`src/rtl/alu_unit.sv`:
```
// N-bit integer ALU with a combinational result and a registered shadow stage
// that holds the result and its status flags for pipelined consumers.
module alu_unit #(
  parameter int N = 16
) (
  input  logic         clk,
  input  logic         rst_n,
  input  logic [2:0]   opcode,
  input  logic [N-1:0] a,
  input  logic [N-1:0] b,
  output logic [N-1:0] r,
  output logic [N-1:0] r_q,
  output logic         zero_q,
  output logic         neg_q,
  output logic         carry_q,
  output logic         ovf_q
);

  localparam int SW = (N > 1) ? $clog2(N) : 1;

  typedef enum logic [2:0] {
    OP_ADD = 3'd0,
    OP_SUB = 3'd1,
    OP_AND = 3'd2,
    OP_OR  = 3'd3,
    OP_XOR = 3'd4,
    OP_SHL = 3'd5,
    OP_SHR = 3'd6,
    OP_SLT = 3'd7
  } op_e;

  op_e          op;
  logic         is_sub;
  logic [N-1:0] b_eff;
  logic [N:0]   sum;
  logic [SW-1:0] shamt;
  logic         carry;
  logic         ovf;

  assign op = op_e'(opcode);

  // ADD and SUB share one adder: SUB feeds ~b with a carry-in of 1.
  assign is_sub = (op == OP_SUB);
  assign b_eff  = is_sub ? ~b : b;
  assign sum    = {1'b0, a} + {1'b0, b_eff} + {{N{1'b0}}, is_sub};
  assign shamt  = b[SW-1:0];

  always_comb begin
    r     = '0;
    carry = 1'b0;
    ovf   = 1'b0;
    case (op)
      OP_ADD, OP_SUB: begin
        r     = sum[N-1:0];
        carry = sum[N];
        ovf   = (a[N-1] == b_eff[N-1]) && (sum[N-1] != a[N-1]);
      end
      OP_AND: r = a & b;
      OP_OR:  r = a | b;
      OP_XOR: r = a ^ b;
      OP_SHL: r = a << shamt;
      OP_SHR: r = a >> shamt;
      OP_SLT: r = {{(N-1){1'b0}}, ($signed(a) < $signed(b))};
      default: r = '0;
    endcase
  end

  always_ff @(posedge clk or negedge rst_n) begin
    if (!rst_n) begin
      r_q     <= '0;
      zero_q  <= 1'b1;
      neg_q   <= 1'b0;
      carry_q <= 1'b0;
      ovf_q   <= 1'b0;
    end else begin
      r_q     <= r;
      zero_q  <= (r == '0);
      neg_q   <= r[N-1];
      carry_q <= carry;
      ovf_q   <= ovf;
    end
  end

endmodule

```
`config.mk`:
```
export PLATFORM = sky130hd
export DESIGN_NAME = alu_unit
export DESIGN_NICKNAME = d
export VERILOG_FILES = /design/src/rtl/alu_unit.sv
export SDC_FILE = /design/constraint.sdc
export NUM_CORES = 1
export LEC_CHECK = 0
export ABC_AREA = 1
export CAP_MARGIN = 40
export CORE_ASPECT_RATIO = 1.75
export CORE_MARGIN = 2
export CORE_UTILIZATION = 45
export CTS_CLUSTER_SIZE = 12
export DETAILED_ROUTE_END_ITERATION = 16
export PLACE_DENSITY = 0.77
export SYNTH_ARGS = -nofsm -noshare
export SYNTH_HDL_FRONTEND = slang
export SYNTH_SLANG_ARGS = --single-unit
```
`constraint.sdc`:
```
create_clock -name clk -period 6.2 [get_ports clk]
set_clock_uncertainty 0.1 [all_clocks]
set_input_delay 0.62 -clock clk [delete_from_list [all_inputs] [get_ports clk]]
set_output_delay 0.62 -clock clk [all_outputs]
set_load 0.05 [all_outputs]
```
# Yosys cells after proc, flatten, opt, wreduce, memory -nomap -nowiden
# Index checks and enable logic that the tools add are counted.
# totals
reg_bits	20
in_bits	37
# classes
n_bitwise	4
add_sub_neg	2
n_mux	4
order_cmp	1
n_reduce_logical	4
shift	2
eq_ne	9
# op_table
operator	count
$pmux W16 S7	1
$add A16 B16 Y17	1
$add A17 B1 Y17	1
$and A16 B16 Y16	1
$logic_not A16 Y1	1
$lt A16 B16 Y1	1
$mux W16	1
$not A16 Y16	1
$or A16 B16 Y16	1
$shl A16 B4 Y16	1
$shr A16 B4 Y16	1
$xor A16 B16 Y16	1
$eq A3 B3 Y1 const B	4
$eq A3 B2 Y1 const B	2
$eq A3 B1 Y1 const B	1
$logic_not A3 Y1	1
$mux W1	2
$reduce_or A2 Y1	1
$eq A1 B1 Y1	1
$logic_and A1 B1 Y1	1
$ne A1 B1 Y1	1

# Logic depth before layout (Yosys ltp)
# Gate-level depths: netlist of run 1.
# logic_depth
ltp_word	7
mapped_depth	22

# Worst setup path after synthesis of run 1
# OpenSTA, ideal clock, no wires.
# synth_timing
kind	input -> output
from	input opcode[1]
to	output r[15]
setup_slack_ns	2.072
path_stages	14
t_required_ns	5.480
arrival_time_ns	3.408
n_path_buf	3
cell_sequence	buf_4 > nor2_8 > buf_2 > nand2_1 > buf_2 > xor2_1 > ha_1 > a21oi_1 > nand2_1 > a21oi_1 > nand2_2 > nand2_2 > a21oi_2 > nor2_1
# synth_via
elab_chain_cells	5
word_cells_on_any_way	13
classes_between	add/sub (2); eq/ne (7); mux (2); reduce/logical (2)
# synth_rtl
item	line_no	source
start: declaration	8	input logic [2:0] opcode,
$eq A3 B1 Y1	43, 52	
$mux W16	44	assign b_eff = is_sub ? ~b : b;
$add A16 B16 Y17	45	assign sum = {1'b0, a} + {1'b0, b_eff} + {{N{1'b0}}, is_sub};
$add A17 B1 Y17	45	
$pmux W16 S7 (*)	52	case (op)
end: declaration	11	output logic [N-1:0] r,
# Mark *: on every way between the ends. The rest lies on a longest branch, timed or not.

# Final worst setup path of run 1
# layout_timing
from	input opcode[2]
to	output r[15]
# Same word-level chain as after synthesis.

==> flow_summary_export.csv, run 1 <==
group,metric,value,unit
detailed_routing,ant_nets,0,
placed_design,routability_congestion_estimate,1.03,
sta,slew-limit-headroom,42.8,%
critical_path,worst_setup_path_start_kind,"input port",
clocking,cts_buffers,3,
layout,sequential_cell_area,477,sq um
clocking,cts.path.max_buffers,2,
logic_synthesis,yosys_register_bits,19,
placed_design,placed_cell_area,5340,sq um
clocking,cts-resized-gates,0,
pwr,totalPowerFinal,851,uW
logic_synthesis,ys.flop_type,"sky130_fd_sc_hd__dfrtp_1",
critical_path,worst_setup_path_end_kind,"output pin",
logic_synthesis,synth-edff-count,0,
layout,drive_above_1_share,7.99,%
sta,min_period_over_period,84.7,%
sta,tightestPinTransition,0.856,ns
grt,grt_remaining_overflow,0,
pwr,cell_internal_pwr,414,uW
critical_path,cp-startpoint,"opcode[2]",
sta,timing.final.crit_period,5.25,ns
pwr,net_switching_power_figure,437,uW
pwr,irDropWorstVdd,0.198,mV
grt,grt_usage,28.0,%
sta,timing.fmax,190,MHz
logic_synthesis,synth_seq_area_share,10.4,%
sta,unrepaired_setup_endpoints_after_global_routing,"no",
logic_synthesis,synth_cell_type_count,47,
detailed_routing,detail_route.wirelength,15.2,mm
floorplanning,ios,73,
logic_synthesis,synth_cell_area,4590,sq um
placed_design,numPortBuffers,72,
pwr,powerDensity,157,nW/um^2
layout,design_area,5420,sq um
grt,antenna_found_initial,0,
clocking,cts_htree_levels,1,
floorplanning,rows,48,
run,max-cap-violations,0,
detailed_routing,drt_pass1_iterations,5,
critical_path,worstSetupPathType,"in2out",
clocking,root_buffer_cell,"sky130_fd_sc_hd__clkbuf_16",
pwr,netSwitchingFraction,51.4,%
detailed_routing,first_iter_violations,372,
layout,diodes,0,
worst_hold_path,hold_path_class,"in2async",
floorplanning,start_util,46.4,%
floorplanning,die_h,138,um
layout,final_nets,917,
pwr,power.combinational.fraction,67.9,%
logic_synthesis,synth_warnings,0,
logic_synthesis,yosys.area.top_type_share,17.4,%
sta,final_hold_viol_count,0,
clocking,clock_sink_count,19,
pwr,seq_power_share,16.9,%
detailed_routing,drt-wirelength-per-cell,16.2,um
sta,report.final.slew_viol_count,0,
layout,syn_to_final_growth,18.0,%
grt,grt_pass1_wl,24.3,mm
grt,pin_count_of_the_biggest_net_entering_global_routing,38,
detailed_routing,routed_via_density,5.47,
pwr,p_leak,2.89,nW
critical_path,worst-endpoint-arrival,4.53,ns
logic_synthesis,synth.area.top_cells,"sky130_fd_sc_hd__ha_1, sky130_fd_sc_hd__nand2_1, sky130_fd_sc_hd__nand3_1",
logic_synthesis,synth_top_cell_by_area,"sky130_fd_sc_hd__ha_1",
logic_synthesis,postSynth.asyncResetShare,100,%
floorplanning,dieArea,11100,sq um
floorplanning,die-width,80.4,um
placed_design,detailedPlacementHpwl,12.7,mm
sta,totalNegativeSetupSlack,0,ns
detailed_routing,post-route-drc-count,0,
clocking,cts_tree,"done",
layout,multi_input_comb_area,3550,sq um
grt,grt_pass1_vias,5045,
critical_path,timing.critical_path.required,5.48,ns
clocking,cts_hold_buf,0,
clocking,clk_transition_reported_paths,0.05,ns
logic_synthesis,syn_area_per_cell,6.07,sq um
sta,setup_violations,0,
detailed_routing,num_vias,5140,
floorplanning,coreArea,9910,sq um
pwr,power.clock.fraction,15.1,%
layout,layout.filler_cells,1019,
logic_synthesis,syn_inst,757,
status,run_status,"completed",
critical_path,critical_path_peak_fanout,17,
clocking,cts_setup_buffers,0,
logic_synthesis,synth_fp_nets,859,
final cells by class:
| cell class | instances | share of cell area [%] |
|---|---|---|
| well taps | 125 | 2.89 |
| clock buffers | 4 | 1.45 |
| inverters | 103 | 7.23 |
| flip-flops and latches | 19 | 8.80 |
| repair buffers | 78 | 14.1 |
| multi-input cells | 610 | 65.5 |
worst max-delay path, stage by stage:
cell and delay [ns]:
sky130_fd_sc_hd__clkdlybuf4s50_1 0.68, sky130_fd_sc_hd__nor2_8 0.40, sky130_fd_sc_hd__nand2_1 0.09, sky130_fd_sc_hd__buf_4 0.22
sky130_fd_sc_hd__xor2_1 0.16, sky130_fd_sc_hd__ha_1 0.37, sky130_fd_sc_hd__a21oi_1 0.28, sky130_fd_sc_hd__nand2_1 0.16
sky130_fd_sc_hd__a21oi_1 0.24, sky130_fd_sc_hd__nand2_2 0.10, sky130_fd_sc_hd__nand2_2 0.10, sky130_fd_sc_hd__a21oi_2 0.06
sky130_fd_sc_hd__nor2_1 0.19, sky130_fd_sc_hd__clkdlybuf4s50_1 0.84
metrics by stage:
stage          utilization (%)  setup WS (ns)  hold WS [ns]  std cells
2_1_floorplan                -           2.07         0.224        757
3_3_place_gp              53.9          0.987          1.03        935
3_5_place_dp              53.9          0.943          1.05        935
4_1_cts                   54.7          0.932         0.791        939
5_1_grt                   54.7          0.716         0.827        939
6_report                  54.7          0.947         0.768        939
logic make-up after synthesis:
| kind of cell | count (synthesis) | share of synthesized area (%) |
|---|---|---|
| buffers and inverters | 128 | 12.4 |
| adders and majority gates | 65 | 17.9 |
| xor gates and xnor gates | 17 | 3.24 |
| AOI/OAI and AO/OA | 67 | 8.64 |
| and+or+nand+nor | 461 | 47.5 |
| DFF | 19 | 10.4 |
state kept, by name, summed over array words and instances, names as in the netlist:
signal	flops
carry_q	1
neg_q	1
ovf_q	1
r_q	15
zero_q	1
worst max path at each step:
stage,to,slack (ns)
2_1_floorplan,r[15],2.07
3_3_place_gp,r[15],0.99
3_5_place_dp,r[15],0.94
4_1_cts,r[15],0.93
5_1_grt,r[15],0.72
6_report,r[15],0.95
power groups by stage:
stage | clock (mW) | combinational, mW | sequential [mW]
2_1_floorplan | 0 | 0.331 | 0.206
3_3_place_gp | 0 | 0.568 | 0.146
5_1_grt | 0.137 | 0.629 | 0.146
4_1_cts | 0.131 | 0.573 | 0.144
3_5_place_dp | 0 | 0.571 | 0.146
6_report | 0.129 | 0.578 | 0.144
Yosys cell counts, types with 2 or more instances:
master / n
sky130_fd_sc_hd__a21boi_0: 2
sky130_fd_sc_hd__o2111ai_1: 2
sky130_fd_sc_hd__o21bai_1: 3
sky130_fd_sc_hd__a21oi_1: 29
sky130_fd_sc_hd__nor2_1: 75
sky130_fd_sc_hd__a211oi_1: 2
sky130_fd_sc_hd__nor3_1: 7
sky130_fd_sc_hd__nand2_2: 5
sky130_fd_sc_hd__nand4_1: 6
sky130_fd_sc_hd__xor2_1: 16
sky130_fd_sc_hd__and2_1: 2
sky130_fd_sc_hd__nand3b_1: 2
sky130_fd_sc_hd__nand2_1: 202
sky130_fd_sc_hd__nand2_4: 12
sky130_fd_sc_hd__inv_2: 7
sky130_fd_sc_hd__a21o_1: 2
sky130_fd_sc_hd__buf_6: 4
sky130_fd_sc_hd__ha_1: 64
sky130_fd_sc_hd__o211ai_2: 2
sky130_fd_sc_hd__o21ai_0: 18
sky130_fd_sc_hd__inv_1: 94
sky130_fd_sc_hd__nor2_2: 3
sky130_fd_sc_hd__a21oi_2: 2
sky130_fd_sc_hd__o211ai_1: 2
sky130_fd_sc_hd__buf_4: 5
sky130_fd_sc_hd__nand3_1: 122
sky130_fd_sc_hd__or2_2: 4
sky130_fd_sc_hd__dfrtp_1: 18
sky130_fd_sc_hd__nand3_2: 15
sky130_fd_sc_hd__buf_2: 13
routing by layer:
layer	share of wire (%)	GRT usage (%)	vias up
met5	0	0	-
met4	7.2	16.9	0
met3	3.6	2.56	64
met2	52	51.2	167
met1	37	30.4	2347
li1	-	-	2562
layout by cell type, fill, tap and decap left out, types with 2 or more instances in the layout:
cell type	netlist	layout
sky130_fd_sc_hd__ha_1	64	64
sky130_fd_sc_hd__nand3b_1	2	2
sky130_fd_sc_hd__a211oi_1	2	2
sky130_fd_sc_hd__a21oi_2	2	2
sky130_fd_sc_hd__o21bai_1	3	3
sky130_fd_sc_hd__inv_1	94	94
sky130_fd_sc_hd__nor2_2	3	3
sky130_fd_sc_hd__o211ai_1	2	2
sky130_fd_sc_hd__nand3_2	15	15
sky130_fd_sc_hd__nand2_4	12	12
sky130_fd_sc_hd__and2_1	2	2
sky130_fd_sc_hd__nand3_1	122	122
sky130_fd_sc_hd__a21boi_0	2	2
sky130_fd_sc_hd__nand2_2	5	5
sky130_fd_sc_hd__or2_2	4	4
sky130_fd_sc_hd__nand2_1	202	202
sky130_fd_sc_hd__nor3_1	7	7
sky130_fd_sc_hd__buf_4	5	6
sky130_fd_sc_hd__a21o_1	2	2
sky130_fd_sc_hd__xor2_1	16	16
sky130_fd_sc_hd__nand4_1	6	6
sky130_fd_sc_hd__nor2_1	75	75
sky130_fd_sc_hd__clkbuf_16	0	3
sky130_fd_sc_hd__clkdlybuf4s50_1	0	72
sky130_fd_sc_hd__a21oi_1	29	29
sky130_fd_sc_hd__o21ai_0	18	18
sky130_fd_sc_hd__inv_2	7	7
sky130_fd_sc_hd__o211ai_2	2	2
sky130_fd_sc_hd__dfrtp_1	18	18
sky130_fd_sc_hd__o2111ai_1	2	2
Power figures use the tool's default switching activity.
==> run 2: changes to the inputs <==
--- a/config.mk
+++ b/config.mk
@@ -12,7 +12,7 @@
 export CORE_UTILIZATION = 45
 export CTS_CLUSTER_SIZE = 12
 export DETAILED_ROUTE_END_ITERATION = 16
-export PLACE_DENSITY = 0.77
+export PLACE_DENSITY = 0.8
 export SYNTH_ARGS = -nofsm -noshare
 export SYNTH_HDL_FRONTEND = slang
 export SYNTH_SLANG_ARGS = --single-unit
==> constraint.sdc (replaced) <==
create_clock -name clk -period 4.8 [get_ports clk]
set_clock_uncertainty 0.1 [all_clocks]
set_input_delay 0.48 -clock clk [delete_from_list [all_inputs] [get_ports clk]]
set_output_delay 0.48 -clock clk [all_outputs]
set_load 0.05 [all_outputs]
==> flow_summary_export.csv, run 2 (synthesized netlist as in run 1, its figures left out) <==
group,metric,value,unit
pwr,irDropWorstVdd,0.186,mV
floorplanning,ios,73,
pwr,seq_power_share,16.1,%
sta,timing.final.crit_period,4.06,ns
detailed_routing,num_vias,5153,
critical_path,worst_setup_path_end_kind,"output pin",
pwr,cell_internal_pwr,576,uW
sta,totalNegativeSetupSlack,0,ns
critical_path,cpMaxStageDelayCell,"sky130_fd_sc_hd__clkdlybuf4s50_1",
run,max-cap-violations,0,
grt,antenna_found_initial,0,
grt,grt_pass1_vias,5025,
critical_path,worst_setup_path_start_kind,"input port",
critical_path,timing.critical_path.buf_inv,4,
clocking,cts-resized-gates,0,
critical_path,worstSetupPathType,"in2out",
layout,diodes,0,
clocking,cts_buffers,3,
layout,drive_above_1_share,10.6,%
layout,final_nets,922,
pwr,p_leak,3.00,nW
floorplanning,rows,48,
critical_path,critical_path_peak_fanout,11,
floorplanning,coreArea,9910,sq um
pwr,totalPowerFinal,1.16,mW
detailed_routing,routed_via_density,5.46,
clocking,cts_hold_buf,0,
pwr,netSwitchingFraction,50.3,%
grt,pin_count_of_the_biggest_net_entering_global_routing,38,
placed_design,routability_congestion_estimate,1.00,
clocking,cts_tree,"done",
layout,register_bank_with_the_most_flops,"r_q",
placed_design,detailedPlacementHpwl,13.1,mm
critical_path,cp_slowest_stage_delay,0.61,ns
clocking,clock_sink_count,19,
critical_path,timing.critical_path.required,4.22,ns
detailed_routing,post-route-drc-count,0,
critical_path,worst_path_dominant_cell_family,"buffers and inverters",
clocking,cts_setup_buffers,0,
clocking,root_buffer_cell,"sky130_fd_sc_hd__clkbuf_16",
layout,layout_commonest_cell,"sky130_fd_sc_hd__nand2_1",
layout,number_of_flip_flops_in_the_largest_register,15,
worst_hold_path,hold_path_class,"in2async",
floorplanning,die_h,138,um
sta,timing.fmax,246,MHz
detailed_routing,drt-wirelength-per-cell,16.5,um
critical_path,worstPathCellList,"clkdlybuf4s50_1, nor2_8, nand2_1, buf_4, xor2_1, ha_1, nand2_1, nor2_1, nand2_1, nand2_1, nand2_1, a21oi_1, nor2_1, inv_1, buf_12",
grt,grt_usage,28.3,%
critical_path,worst-endpoint-arrival,3.48,ns
floorplanning,dieArea,11100,sq um
sta,slew-limit-headroom,64.0,%
sta,setup_violations,0,
layout,layout.filler_cells,999,
clocking,cts_htree_levels,1,
floorplanning,start_util,46.4,%
clocking,clk_transition_reported_paths,0.05,ns
placed_design,numPortBuffers,72,
clocking,cts.path.max_buffers,2,
floorplanning,die-width,80.4,um
grt,grt_remaining_overflow,0,
sta,tightestPinTransition,0.534,ns
sta,report.final.slew_viol_count,0,
detailed_routing,ant_nets,0,
pwr,power.clock.fraction,14.7,%
layout,final_cell_mix,"sky130_fd_sc_hd__nand2_1, sky130_fd_sc_hd__nand3_1, sky130_fd_sc_hd__inv_1",
pwr,powerDensity,207,nW/um^2
critical_path,crit_top_cell,"sky130_fd_sc_hd__nand2_1",
pwr,power.combinational.fraction,69.2,%
sta,unrepaired_setup_endpoints_after_global_routing,"no",
status,run_status,"completed",
sta,min_period_over_period,84.6,%
grt,grt_pass1_wl,24.3,mm
detailed_routing,first_iter_violations,283,
sta,final_hold_viol_count,0,
pwr,net_switching_power_figure,584,uW
detailed_routing,detail_route.wirelength,15.6,mm
detailed_routing,drt_pass1_iterations,7,
layout,syn_to_final_growth,22.2,%
-- run 2: cell types whose count changed in the layout (fill, tap and decap cells not counted) --
cell,delta
sky130_fd_sc_hd__buf_12,+15
sky130_fd_sc_hd__buf_4,+5
sky130_fd_sc_hd__buf_8,+1
sky130_fd_sc_hd__clkbuf_1,-1
sky130_fd_sc_hd__clkdlybuf4s50_1,-16
sky130_fd_sc_hd__clkinv_2,+1
-- run 2: through the flow --
stage	std cells	setup WS [ns]	cell area, sq um	util, %	hold slack (ns)
floorplan	757	0.952	4590	-	0.0844
global placement	939	0.797	5520	55.7	0.905
detailed placement	940	0.776	5530	55.8	0.650
CTS	944	0.767	5610	56.6	0.386
global route	944	0.518	5610	56.6	0.404
finish	944	0.741	5610	56.6	0.387
-- run 2: worst paths after layout --
path / to / start / cells past startpoint / slack, ns
worst max-delay path: r[5] / opcode[1] / 15 / 0.74
worst min-delay path: ovf_q / rst_n / 1 / 0.39
max in group asynchronous: zero_q / rst_n / 2 / 3.74
min in group clk: ovf_q / a[15] / 3 / 1.01
-- run 2: layout make-up --
cell class / count / area [sq um] / share of cell area (%)
multi-input cells: 610 / 3550 / 63.2
repair buffers: 83 / 958 / 17.1
flip-flops and latches: 19 / 477 / 8.49
inverters: 103 / 392 / 6.98
well taps: 125 / 156 / 2.79
clock buffers: 3 / 75.1 / 1.34
clock inverters: 1 / 5.00 / 0.0892
-- run 2: power by group through the flow --
stage	Clock [mW]	Sequential, mW	Combinational, mW
6_report	0.170	0.187	0.802
5_1_grt	0.181	0.188	0.866
4_1_cts	0.173	0.187	0.797
3_5_place_dp	0	0.190	0.795
3_3_place_gp	0	0.189	0.787
2_1_floorplan	0	0.266	0.427
-- run 2: routing by layer --
metal / vias up / global-route usage, % / share of wire [%] / routed length [um]
li1: 2561 / - / - / -
met1: 2348 / 28.6 / 36 / 5620
met2: 181 / 54.6 / 54 / 8400
met3: 63 / 3.74 / 4.0 / 619
met4: 0 / 14.6 / 6.0 / 931
met5: - / 0 / 0 / 0
==> run 3: changes to the inputs <==
==> constraint.sdc (replaced) <==
create_clock -name clk -period 3.4 [get_ports clk]
set_clock_uncertainty 0.1 [all_clocks]
set_input_delay 0.34 -clock clk [delete_from_list [all_inputs] [get_ports clk]]
set_output_delay 0.34 -clock clk [all_outputs]
set_load 0.05 [all_outputs]
==> flow_summary_export.csv, run 3 (synthesized netlist as in run 1, its figures left out) <==
group,metric,value,unit
floorplanning,die-width,80.4,um
grt,grt_pass1_vias,5056,
placed_design,placed_cell_area,5730,sq um
detailed_routing,detail_route.wirelength,15.4,mm
floorplanning,ios,73,
clocking,root_buffer_cell,"sky130_fd_sc_hd__clkbuf_16",
detailed_routing,post-route-drc-count,0,
clocking,clock_sink_count,19,
sta,report.final.slew_viol_count,0,
placed_design,detailedPlacementHpwl,13.2,mm
clocking,clk_transition_reported_paths,0.06,ns
detailed_routing,drt_pass1_iterations,5,
clocking,cts_hold_buf,0,
layout,drive_above_1_share,14.1,%
grt,grt_remaining_overflow,0,
critical_path,critical_path_peak_fanout,15,
pwr,power.combinational.fraction,70.0,%
placed_design,numPortBuffers,72,
grt,grt_usage,28.1,%
sta,final_hold_viol_count,0,
sta,tightestPinTransition,0.540,ns
sta,slew-limit-headroom,63.7,%
critical_path,worst_setup_path_start_kind,"input port",
pwr,irDropWorstVdd,0.346,mV
layout,final_cell_mix,"sky130_fd_sc_hd__nand2_1, sky130_fd_sc_hd__nand3_1, sky130_fd_sc_hd__inv_1",
floorplanning,dieArea,11100,sq um
pwr,totalPowerFinal,1.68,mW
critical_path,worst-endpoint-arrival,2.81,ns
layout,syn_to_final_growth,27.0,%
pwr,seq_power_share,15.8,%
status,run_status,"completed",
pwr,net_switching_power_figure,829,uW
sta,timing.final.crit_period,3.25,ns
layout,layout.filler_cells,972,
clocking,cts_tree,"done",
sta,setup_violations,0,
layout,layout_commonest_cell,"sky130_fd_sc_hd__nand2_1",
pwr,cell_internal_pwr,849,uW
worst_hold_path,hold_path_class,"in2async",
detailed_routing,first_iter_violations,362,
run,max-cap-violations,0,
floorplanning,start_util,46.4,%
pwr,netSwitchingFraction,49.4,%
detailed_routing,num_vias,5237,
grt,pin_count_of_the_biggest_net_entering_global_routing,37,
placed_design,routability_congestion_estimate,0.965,
floorplanning,coreArea,9910,sq um
sta,timing.fmax,308,MHz
grt,antenna_found_initial,0,
critical_path,worstSetupPathType,"in2out",
detailed_routing,routed_via_density,5.40,
critical_path,worst_setup_path_end_kind,"output pin",
clocking,cts.path.max_buffers,2,
layout,register_bank_with_the_most_flops,"r_q",
floorplanning,die_h,138,um
detailed_routing,ant_nets,0,
clocking,cts_htree_levels,1,
layout,design_area,5830,sq um
pwr,powerDensity,288,nW/um^2
sta,min_period_over_period,95.5,%
layout,diodes,0,
pwr,p_leak,3.15,nW
floorplanning,rows,48,
sta,unrepaired_setup_endpoints_after_global_routing,"no",
layout,number_of_flip_flops_in_the_largest_register,15,
pwr,power.clock.fraction,14.3,%
layout,final_nets,947,
clocking,cts_buffers,3,
grt,grt_pass1_wl,24.4,mm
detailed_routing,drt-wirelength-per-cell,15.9,um
critical_path,timing.critical_path.required,2.96,ns
[run 3: cell types whose count changed in the layout (fill, tap and decap cells not counted), sizes merged]
cell / change
clkdlybuf4s50: -2
dlymetal6s2s: +2
buf: +25
[run 3: routing by layer]
layer / vias to the layer above / share of wire [%] / global-route usage, %
met5: - / 0 / 0
met4: 0 / 6.4 / 14.0
met3: 58 / 3.7 / 2.42
met2: 169 / 53 / 53.4
met1: 2404 / 37 / 30.3
li1: 2606 / - / -
[run 3: worst max-delay path: stages]
cell and delay, ns:
sky130_fd_sc_hd__clkdlybuf4s50_1 0.48, sky130_fd_sc_hd__nand2_1 0.10, sky130_fd_sc_hd__buf_12 0.17, sky130_fd_sc_hd__xor2_1 0.15, sky130_fd_sc_hd__ha_1 0.37, sky130_fd_sc_hd__nand2_1 0.16, sky130_fd_sc_hd__nor2_1 0.21, sky130_fd_sc_hd__nand3_1 0.16
sky130_fd_sc_hd__nand3_1 0.10, sky130_fd_sc_hd__nand2_1 0.05, sky130_fd_sc_hd__nand3_1 0.10, sky130_fd_sc_hd__nand2_1 0.13, sky130_fd_sc_hd__inv_1 0.14, sky130_fd_sc_hd__buf_12 0.15
[run 3: final timing paths]
check                      cells past startpoint       to  slack [ns]      start
worst min-delay path                           1  r_q[13]        0.30      rst_n
min in group clk                               5  r_q[14]        0.70  opcode[1]
max in group asynchronous                      2   r_q[8]        2.46      rst_n
worst max-delay path                          14     r[9]        0.15  opcode[0]
[run 3: cell type report]
| class | count | area, sq um | share of cell area, % |
|---|---|---|---|
| Multi-Input combinational cell | 610 | 3570 | 61.2 |
| Tap cell | 125 | 156 | 2.68 |
| Clock buffer | 3 | 75.1 | 1.29 |
| Timing Repair Buffer | 108 | 1160 | 19.9 |
| Sequential cell | 19 | 477 | 8.17 |
| Clock inverter | 1 | 5.00 | 0.0858 |
| Inverter | 103 | 392 | 6.71 |
[run 3: power groups by stage]
stage	logic [mW]	clock network (mW)	registers (mW)
floorplan	0.604	0	0.376
global placement	1.14	0	0.266
detailed placement	1.16	0	0.268
CTS	1.16	0.244	0.265
global route	1.27	0.253	0.267
finish	1.17	0.240	0.264
[run 3: through the flow]
stage                     util, %  setup WS (ns)  hold slack (ns)  std cells  setup TNS [ns]
final                        58.9          0.154            0.305        969               0
after CTS                    58.7        0.00405            0.320        969               0
after detailed placement     57.8        -0.0305            0.585        965         -0.0523
after global routing         58.9         0.0300            0.337        969               0
after global placement       57.7       -0.00481            0.764        964        -0.00481
after floorplan                 -         0.0735          -0.0556        757               0
[run 3: repair_timing]
| item | in CTS | in global routing |
|---|---|---|
| buffers inserted | 0 | 0 |
| endpoints found under the setup margin | 2 | 14 |
| pin swaps | 0 | 0 |
| gates cloned | 0 | 0 |
| gates resized for setup | 1 | 8 |
